<file path="config.mk">
export PLATFORM = sky130hd
export DESIGN_NAME = int_ack_ctrl
export DESIGN_NICKNAME = d
export VERILOG_FILES = /design/src/rtl/int_ack_ctrl.sv
export SDC_FILE = /design/constraint.sdc
export NUM_CORES = 1
export LEC_CHECK = 0
export CORE_MARGIN = 5
export CORE_UTILIZATION = 53
export CTS_CLUSTER_SIZE = 8
export DETAILED_ROUTE_END_ITERATION = 8
export PLACE_DENSITY_LB_ADDON = 0.3
export SLEW_MARGIN = 10
export SYNTH_ARGS = -nofsm -noshare
export SYNTH_HDL_FRONTEND = slang
export SYNTH_SLANG_ARGS = --single-unit
</file>
<file path="constraint.sdc">
create_clock -name macPIClk -period 6.6 [get_ports macPIClk]
set_input_delay 0.99 -clock macPIClk [delete_from_list [all_inputs] [get_ports macPIClk]]
set_output_delay 0.99 -clock macPIClk [all_outputs]
set_load 0.02 [all_outputs]
</file>
<file path="src/rtl/int_ack_ctrl.sv">
// Interrupt acknowledge controller: arbitrates pending status bits onto one CPU IRQ line,
// returns a one-hot clear pulse on acknowledge and enforces a post-service holdoff gap.
module int_ack_ctrl #(
    parameter int NINT    = 16,
    parameter int IDW     = 4,
    parameter int HOLDOFF = 8
) (
    input  logic            macPIClk,
    input  logic            macPIClkRst,
    input  logic            enable,
    input  logic [NINT-1:0] statusVec,
    input  logic            irqAck,
    output logic            irqOut,
    output logic [IDW-1:0]  irqId,
    output logic [NINT-1:0] clearVec,
    output logic [7:0]      spuriousCnt
);

    typedef enum logic [1:0] {
        IDLE   = 2'd0,
        ASSERT = 2'd1,
        CLEAR  = 2'd2,
        HOLD   = 2'd3
    } state_t;

    state_t          state, state_nxt;
    logic            irq_nxt;
    logic [IDW-1:0]  id_nxt;
    logic [NINT-1:0] clr_nxt;
    logic [7:0]      spur_nxt;
    logic [7:0]      cnt, cnt_nxt;
    logic            arb;

    function automatic logic [IDW-1:0] lowest_set(input logic [NINT-1:0] v);
        lowest_set = '0;
        for (int i = NINT - 1; i >= 0; i--) begin
            if (v[i]) lowest_set = IDW'(i);
        end
    endfunction

    function automatic logic bit_at(input logic [NINT-1:0] v, input logic [IDW-1:0] id);
        bit_at = 1'b0;
        for (int i = 0; i < NINT; i++) begin
            if (IDW'(i) == id) bit_at = v[i];
        end
    endfunction

    function automatic logic [NINT-1:0] one_hot(input logic [IDW-1:0] id);
        one_hot = '0;
        for (int i = 0; i < NINT; i++) begin
            one_hot[i] = (IDW'(i) == id);
        end
    endfunction

    always_comb begin
        state_nxt = state;
        irq_nxt   = irqOut;
        id_nxt    = irqId;
        clr_nxt   = '0;
        spur_nxt  = spuriousCnt;
        cnt_nxt   = cnt;
        arb       = 1'b0;

        case (state)
            IDLE: arb = 1'b1;
            ASSERT: begin
                // Disable wins over a same-cycle acknowledge.
                if (!enable) begin
                    state_nxt = IDLE;
                    irq_nxt   = 1'b0;
                end else if (irqAck) begin
                    irq_nxt = 1'b0;
                    if (bit_at(statusVec, irqId)) begin
                        state_nxt = CLEAR;
                        clr_nxt   = one_hot(irqId);
                    end else begin
                        if (spuriousCnt != 8'hFF) spur_nxt = spuriousCnt + 8'd1;
                        if (HOLDOFF == 0) begin
                            state_nxt = IDLE;
                        end else begin
                            state_nxt = HOLD;
                            cnt_nxt   = 8'(HOLDOFF);
                        end
                    end
                end
            end
            CLEAR: begin
                irq_nxt = 1'b0;
                if (HOLDOFF == 0) begin
                    arb = 1'b1;
                end else begin
                    state_nxt = HOLD;
                    cnt_nxt   = 8'(HOLDOFF);
                end
            end
            HOLD: begin
                irq_nxt = 1'b0;
                if (cnt <= 8'd1) arb = 1'b1;
                else             cnt_nxt = cnt - 8'd1;
            end
            default: state_nxt = IDLE;
        endcase

        // Arbitration on leaving the gap lets the IRQ reassert without an idle bubble.
        if (arb) begin
            state_nxt = IDLE;
            irq_nxt   = 1'b0;
            if (enable && (statusVec != '0)) begin
                state_nxt = ASSERT;
                irq_nxt   = 1'b1;
                id_nxt    = lowest_set(statusVec);
            end
        end
    end

    always_ff @(posedge macPIClk) begin
        if (macPIClkRst) begin
            state       <= IDLE;
            irqOut      <= 1'b0;
            irqId       <= '0;
            clearVec    <= '0;
            spuriousCnt <= '0;
            cnt         <= '0;
        end else begin
            state       <= state_nxt;
            irqOut      <= irq_nxt;
            irqId       <= id_nxt;
            clearVec    <= clr_nxt;
            spuriousCnt <= spur_nxt;
            cnt         <= cnt_nxt;
        end
    end

endmodule

</file>
# Yosys cells after proc, flatten, opt, wreduce, memory -nomap -nowiden
# Index checks and enable logic that the tools add are counted.
dict set report word_totals {
  reg_bits 39
  elab_cells 104
}
dict set report classes {
  n_addsub 2
  order_cmp 1
  n_eq_ne 24
  n_mux 53
  n_bitwise 4
  n_reduce_logical 14
}
# op count
set ops {}
lappend ops {{$mux W4} 16}
lappend ops {{$eq A4 B4 Y1 const A} 8}
lappend ops {{$mux W8} 4}
lappend ops {{$mux W1} 26}
lappend ops {{$pmux W8 S3} 1}
lappend ops {{$eq A3 B4 Y1 const A} 4}
lappend ops {{$reduce_bool A16 Y1} 1}
lappend ops {{$reduce_and A5 Y1} 2}
lappend ops {{$reduce_bool A3 Y1} 3}
lappend ops {{$add A8 B1 Y8 const B} 1}
lappend ops {{$eq A2 B4 Y1 const A} 2}
lappend ops {{$le A8 B1 Y1 const B} 1}
lappend ops {{$ne A2 B2 Y1 const B} 4}
lappend ops {{$ne A8 B8 Y1 const B} 1}
lappend ops {{$sub A8 B1 Y8 const B} 1}
lappend ops {{$mux W2} 3}
lappend ops {{$reduce_and A2 Y1} 3}
lappend ops {{$reduce_or A5 Y1} 1}
lappend ops {{$eq A1 B4 Y1 const A} 1}
lappend ops {{$eq A2 B2 Y1 const B} 2}
lappend ops {{$logic_not A4 Y1} 1}
lappend ops {{$ne A4 B4 Y1 const B} 1}
lappend ops {{$not A1 Y1} 4}
lappend ops {{$pmux W1 S2} 2}
lappend ops {{5 further kinds} 5}

# Depth between registers and ports, before layout
# Gate-level depths: netlist (run 1).
dict set report logic_depth {
  depth_word 25
  ltp_mapped 9
  mapped_depth_nobuf 9
}

# Worst setup path after synthesis (run 1)
# OpenSTA, ideal clock, no wires.
dict set report synth_path {
  kind {input port to flip-flop}
  start {input statusVec[15]}
  end {register cnt[6]}
  setup_time_ns 0.070
  arrival_time_ns 2.701
  t_required_ns 6.530
  setup_slack_ns 3.828
  stages 8
  path_buffers 1
  path_cell_list {mux4_2 -> or3_1 -> nand3_1 -> o32a_2 -> buf_6 -> a32oi_2 -> or4_1 -> a21oi_1}
}
dict set report synth_between {
  elab_chain_len 6
}
# item line_no
set synth_rtl {}
lappend synth_rtl {{from (decl)} 11} ;# input logic [NINT-1:0] statusVec,
lappend synth_rtl {{$mux W1} 44} ;# if (IDW'(i) == id) bit_at = v[i];
lappend synth_rtl {{$mux W1} 71} ;# end else if (irqAck) begin
lappend synth_rtl {{$mux W1} 68} ;# if (!enable) begin
lappend synth_rtl {{$mux W1} 64} ;# case (state)
lappend synth_rtl {{$ne A2 B2 Y1 (no source line)} --}
lappend synth_rtl {{$reduce_and A5 Y1 (no source line)} --}
lappend synth_rtl {{to (signal assigned)} 130} ;# cnt <= cnt_nxt;
lappend synth_rtl {{to (decl)} 31} ;# logic [7:0] cnt, cnt_nxt;
# No other way between the ends. The select of a mux whose other input is x is not followed.
# A chain may end at the register's enable or synchronous reset.

# Final worst setup path (run 1)
dict set report layout_path {
  start {input statusVec[12]}
  end {register cnt[6]}
}
dict set report layout_between {
  elab_chain_len 9
}
# item line_no
set layout_rtl {}
lappend layout_rtl {{$mux W1 (4 in a row)} 44}
lappend layout_rtl {{$mux W1} 71}
lappend layout_rtl {{$mux W1} 68}
lappend layout_rtl {{$mux W1} 64}
lappend layout_rtl {{$ne A2 B2 Y1 (no source line)} --}
lappend layout_rtl {{$reduce_and A5 Y1 (no source line)} --}
# No other way between the ends. The select of a mux whose other input is x is not followed.

==> metrics.yaml, run 1 <==
io_buffers: 48
netlist_top_cells_area: "dfxtp_1 38%, nor2_1 7.3%, a21oi_1 5.1%"
synthCells: 249
netlist_area_um2: 2050
cts_resized: 0
synthXorXnorAreaFrac: 0.0214
dieWidth_um: 72.1
drtPass1Iterations: 4
antenna_found_initial: 0
layout.cells.non_filler: 343
rows: 22
dr_total_vias: 1925
cp-end-kind: "flop"
final_layout_size_suffix_gt1_frac: 0.0610
clkSlewWorstSetupHoldPaths_ps: 70
initial_utilization: 0.555
crit_family: "simple AND/OR/NAND/NOR gates"
grt_max_degree: 28
worst_pin_slew_ps: 998
drt_iter0_drc: 126
grt_pass1_vias: 1734
synth.most_common_cell: "nor2_1"
grt_use_total: 0.179
synthFlopType: "dfxtp_1"
hold_class: "reg -> reg"
synthMuxAreaShare: 0.0318
setup_viol: 0
gp_congestion: 0.866
die_y_um: 72.1
powerDensity_nw_per_um2: 190
synth_top_area_share: 0.381
grt_pass1_wl_mm: 7.65
rsz0062_at_grt: "no"
yosys-top-cells-count: "40 x nor2_1, 39 x dfxtp_1, 21 x a21oi_1"
clk_path_buf_depth: 2
vias_per_cell: 5.61
min_period_ps: 3130
place_inst: 335
wire_per_inst_um: 13.5
max-slew-margin-rel: 0.332
die_area_um2: 5200
fmax_mhz: 319
hpwl_mm: 3.39
synth_nets: 276
cts_sinks: 39
nets: 321
yosys.area_share.simple: 0.274
design.core.area_um2: 3690
p_leak_nw: 0.930
cp.required_ps: 6800
drc: 0
post_cts_buffers: 0
synth_top_family_by_area: "simple AND/OR/NAND/NOR gates"
synth_seq_cells: 39
globalRouteOverflowTotal: 0
status: "finished, final reports clean"
cts_buffers: 5
clock_skew_ps: 7.88
cp.arrival_ps: 3330
vdd_drop_max_uv: 171
path_cells: "clkdlybuf4s50_1 > mux4_2 > or3_1 > nand3_1 > o32a_2 > a32oi_2 > or4_1 > a21oi_1"
pin_count: 49
insertion_delay_ps: 290
avgSynthCellArea_um2: 8.22
cts-htree-levels: 2
cts_hold_buf: 0
cp-start-kind: "input port"
synth-compound-area-share: 0.200
drtAntennaViolNets: 0
drv_slew: 0
synth_edf_count: 0
wl_mm: 4.63
critPathMaxStageDelay_ps: 460
path_buf_inv: 1
criticalPathCategory: "in -> reg"
final_hold_viol_count: 0
synth_fa_ha_area_frac: 0.0428
synth_cell_types: 53
max_cap_violations: 0
critical_path.slowest_cell: "clkdlybuf4s50_1"
setup_tns_ps: 0
crit_path_max_fanout: 10
yosysSeqAreaShare: 0.381
period_share: 0.475
n_antenna_cell: 0
async_reset_ff_frac: 0
ys_warn_count: 0
cts_tree: "done"
cts-root-buf: "clkbuf_8"
synth_area_leader_cell: "dfxtp_1"
synthToLayoutAreaGrowth_pct: 28.1
==> metrics by stage <==
step                      hold slack [ps]  cell area [um2]  total power [mW]   util  worst slack [ps]
final                                 477             2620             0.498  0.711              3470
after global routing                  512             2620             0.520  0.711              3300
after CTS                             481             2620             0.499  0.711              3480
after detailed placement              471             2540             0.347  0.689              3180
after global placement                456             2540             0.345  0.689              3210
after floorplan                       445             2050             0.317      -              3830
==> power by group <==
part           leakage, nW  total, mW  internal (mW)  switching (mW)
clock network       0.0422      0.155         0.0742          0.0810
registers            0.315      0.248          0.240         0.00807
logic                0.573     0.0947         0.0423          0.0524
total                0.930      0.498          0.356           0.142
==> worst register-to-register path, stage by stage (launching register included) <==
cell     delay [ps]
dfxtp_1         650
mux4_2          560
or3_1           330
nand3_1         100
o32a_2          310
a32oi_2         120
or4_1           420
a21oi_1         140
==> sequential cells by signal, summed over array words and instances, names as in the netlist <==
signal / cells
clearVec: 16
cnt: 8
irqId: 4
irqOut: 1
spuriousCnt: 8
state: 2
==> placed cells by master (no fill, tap or decap), types with 4 or more instances in the layout <==
| cell | count |
|---|---|
| clkdlybuf4s50_1 | 48 |
| nor2_1 | 40 |
| dfxtp_1 | 39 |
| a21oi_1 | 21 |
| nand2_1 | 16 |
| inv_1 | 14 |
| o21ai_0 | 9 |
| nand3_1 | 8 |
| or3_1 | 7 |
| ha_1 | 7 |
| nand2b_1 | 5 |
| nor2b_1 | 5 |
| nor4_1 | 5 |
| clkbuf_8 | 5 |
| and3_1 | 4 |
| nand4_1 | 4 |
| nor3_1 | 4 |
| xor2_1 | 4 |
==> layout make-up <==
type | count | area [um2]
multi-input combinational | 186 | 1170
fill | 312 | 1070
sequential | 39 | 781
timing repair buffer | 48 | 480
clock buffer | 7 | 76.3
tap | 48 | 60.1
inverter | 14 | 52.6
clock inverter | 1 | 5.00
==> logic make-up (layout without fill, tap and decap cells) <==
kind of cell,count (synthesis),count (layout)
compound gates,58,58
xor+xnor,5,5
fa+ha+maj,7,7
buf+inv,24,70
flops,39,39
mux,4,4
simple gates,112,112
==> worst paths after layout <==
| path | startpoint | to | slack, ps | depth (start not counted) |
|---|---|---|---|---|
| setup / recovery | statusVec[12] | cnt[6]$_SDFFE_PP0P_ | 3470 | 8 |
| hold / removal | cnt[1]$_SDFFE_PP0P_ | cnt[1]$_SDFFE_PP0P_ | 480 | 2 |
| setup reg to reg | irqId[1]$_SDFFE_PP0P_ | cnt[6]$_SDFFE_PP0P_ | 3890 | 7 |
| hold reg to reg | cnt[1]$_SDFFE_PP0P_ | cnt[1]$_SDFFE_PP0P_ | 480 | 2 |
==> routing by layer <==
layer  global-route usage  vias up  part of all wire
met2                0.284       53              0.46
met4               0.0459        0             0.010
met1                0.244      885              0.48
met5                    0        -                 0
li1                     -      982                 -
met3               0.0416        5             0.052
Power figures use the tool's default switching activity.
==> run 2, diff against run 1 <==
--- a/config.mk
+++ b/config.mk
@@ -6,7 +6,7 @@
 export NUM_CORES = 1
 export LEC_CHECK = 0
 export CORE_MARGIN = 5
-export CORE_UTILIZATION = 53
+export CORE_UTILIZATION = 45
 export CTS_CLUSTER_SIZE = 8
 export DETAILED_ROUTE_END_ITERATION = 8
 export PLACE_DENSITY_LB_ADDON = 0.3
==> constraint.sdc (replaced) <==
create_clock -name macPIClk -period 2.6 [get_ports macPIClk]
set_input_delay 0.39 -clock macPIClk [delete_from_list [all_inputs] [get_ports macPIClk]]
set_output_delay 0.39 -clock macPIClk [all_outputs]
set_load 0.02 [all_outputs]
==> metrics.yaml, run 2 (synthesized netlist as in run 1, its figures left out) <==
cts_sinks: 39  # unchanged
top_register: "clearVec"
p_int_mw: 1.04  # +190%
grt_use_total: 0.160  # -0.0183
cts_resized: 0  # unchanged
initial_utilization: 0.467  # -0.0881
p_switching_mw: 0.394  # +180%
max_cap_violations: 0  # unchanged
status: "finished, final reports clean"
p_seq_frac: 0.435  # -0.063
insertion_delay_ps: 310  # +20 ps
grt_max_degree: 24  # -14%
drtAntennaViolNets: 0  # unchanged
worst_pin_slew_ps: 431  # -567 ps
drc: 0  # unchanged
endpoint: "clearVec[7]$_SDFF_PP0_"
cts-htree-levels: 2  # unchanged
setup_viol: 0  # unchanged
pwr-share-clk: 0.358  # +0.046
dr_total_vias: 2012  # +4.5%
cp.arrival_ps: 2680  # -650 ps
vias_per_cell: 5.41  # -3.6%
final_layout_size_suffix_gt1_frac: 0.141  # +0.0796
min_period_ps: 2460
rrSetupSlack_ps: 140  # -3750 ps
criticalPathCategory: "reg -> reg"
io_buffers: 48  # unchanged
post-place-ws_ps: -139  # -3320 ps
setup_tns_ps: 0  # unchanged
die_area_um2: 6000  # +15%
cp.required_ps: 2820  # -3980 ps
place_inst: 364  # +8.7%
cts-root-buf: "clkbuf_8"
pin_count: 49  # unchanged
max-slew-margin-rel: 0.709  # +0.376
fmax_mhz: 407
vdd_drop_max_uv: 398  # +130%
period_share: 0.946
layout.cells.non_filler: 372  # +8.5%
die_y_um: 77.4  # +7.3%
crit_path_max_fanout: 9  # -1
n_antenna_cell: 0  # unchanged
swShare: 0.275  # -0.00963
synthToLayoutAreaGrowth_pct: 39.1
hold_class: "reg -> reg"
final_hold_viol_count: 0  # unchanged
cp-end-kind: "flop"
worst_slack_ps: 140  # -3330 ps
globalRouteOverflowTotal: 0  # unchanged
drv_slew: 0  # unchanged
final_util: 0.649  # -0.0617
largest_reg_flops: 16  # unchanged
clk_path_buf_depth: 2  # unchanged
final_common_cell: "clkdlybuf4s50_1"
clock_skew_ps: 17.8  # +9.91 ps
clkSlewWorstSetupHoldPaths_ps: 90  # +20 ps
drtPass1Iterations: 5  # +1
cts_hold_buf: 0  # unchanged
rsz0062_at_grt: "no"
dieWidth_um: 77.4  # +7.3%
rows: 24  # +9.1%
wl_mm: 5.03  # +8.8%
startpoint: "irqId[0]$_SDFFE_PP0P_"
grt_pass1_vias: 1864  # +7.5%
drt_iter0_drc: 87  # -31%
rr_startpoint: "irqId[0]$_SDFFE_PP0P_"
grt_pass1_wl_mm: 8.04  # +5.1%
cts_buffers: 5  # unchanged
design.core.area_um2: 4380  # +19%
rr_worst_depth: 9  # +2
cts_tree: "done"
reg_top3: "clearVec: 16 flops, cnt: 8 flops, spuriousCnt: 8 flops"
cp-start-kind: "flop"
layout_common_cells: "48 x clkdlybuf4s50_1, 40 x nor2_1, 39 x dfxtp_1"
antenna_found_initial: 0  # unchanged
gp_congestion: 0.875  # +1.0%
post_cts_buffers: 0  # unchanged
hpwl_mm: 3.87  # +14%
r2r_end: "clearVec[7]$_SDFF_PP0_"
wire_per_inst_um: 13.5  # +0.30%
nets: 346  # +7.8%
powerDensity_nw_per_um2: 504  # +170%
power_frac_comb: 0.206  # +0.016
p_leak_nw: 1.07  # +15%
==> run 2: cell type report <==
class                   count  area (um2)
fillers                   388        1540
multi-input cells         186        1170
flip-flops and latches     39         781
repair buffers             73         668
clock buffers               5        68.8
well taps                  52        65.1
inverters                  14        52.6
clock inverters             3        43.8
==> run 2: critical path, cell delays in order (launching register included) <==
cell,delay (ps)
dfxtp_1,460
buf_4,210
nor2_1,50
o22ai_1,170
o2bb2a_2,230
o32a_2,480
buf_4,170
nor2_1,230
nand3_1,210
nor2_1,160
==> run 2: how the worst min path moves through the flow <==
stage | slack (ps) | end | cells after the start | startpoint
3_3_place_gp | 460 | cnt[1]$_SDFFE_PP0P_ | 2 | cnt[1]$_SDFFE_PP0P_
3_5_place_dp | 480 | cnt[7]$_SDFFE_PP0P_ | 2 | cnt[7]$_SDFFE_PP0P_
6_report | 480 | cnt[7]$_SDFFE_PP0P_ | 2 | cnt[7]$_SDFFE_PP0P_
2_1_floorplan | 440 | cnt[1]$_SDFFE_PP0P_ | 2 | cnt[1]$_SDFFE_PP0P_
5_1_grt | 500 | cnt[7]$_SDFFE_PP0P_ | 2 | cnt[7]$_SDFFE_PP0P_
4_1_cts | 490 | cnt[7]$_SDFFE_PP0P_ | 2 | cnt[7]$_SDFFE_PP0P_
==> run 2: per-layer routing <==
layer	global-route usage	up-vias	part of all wire
met5	0	-	0
met4	0.0550	0	0.014
met3	0.0313	6	0.040
met2	0.269	43	0.49
met1	0.205	937	0.46
li1	-	1026	-
==> run 2: stage by stage <==
stage	total power, mW	hold WS, ps	instance area (um2)
2_1_floorplan	0.805	445	2050
3_3_place_gp	0.926	457	2730
3_5_place_dp	0.931	475	2730
4_1_cts	1.43	486	2850
5_1_grt	1.49	504	2850
6_report	1.43	484	2850
==> run 2: power groups by stage <==
| stage | combinational (mW) | sequential, mW | clock [mW] |
|---|---|---|---|
| after floorplan | 0.164 | 0.641 | 0 |
| after global placement | 0.288 | 0.639 | 0 |
| after detailed placement | 0.293 | 0.639 | 0 |
| after CTS | 0.294 | 0.624 | 0.513 |
| after global routing | 0.321 | 0.627 | 0.540 |
| final | 0.296 | 0.625 | 0.514 |
==> run 3, diff against run 2 <==
--- a/config.mk
+++ b/config.mk
@@ -5,6 +5,7 @@
 export SDC_FILE = /design/constraint.sdc
 export NUM_CORES = 1
 export LEC_CHECK = 0
+export CAP_MARGIN = 15
 export CORE_MARGIN = 5
 export CORE_UTILIZATION = 45
 export CTS_CLUSTER_SIZE = 8
==> results of run 3 <==
No change in the layout: final DEF, timing and power equal those of run 2.
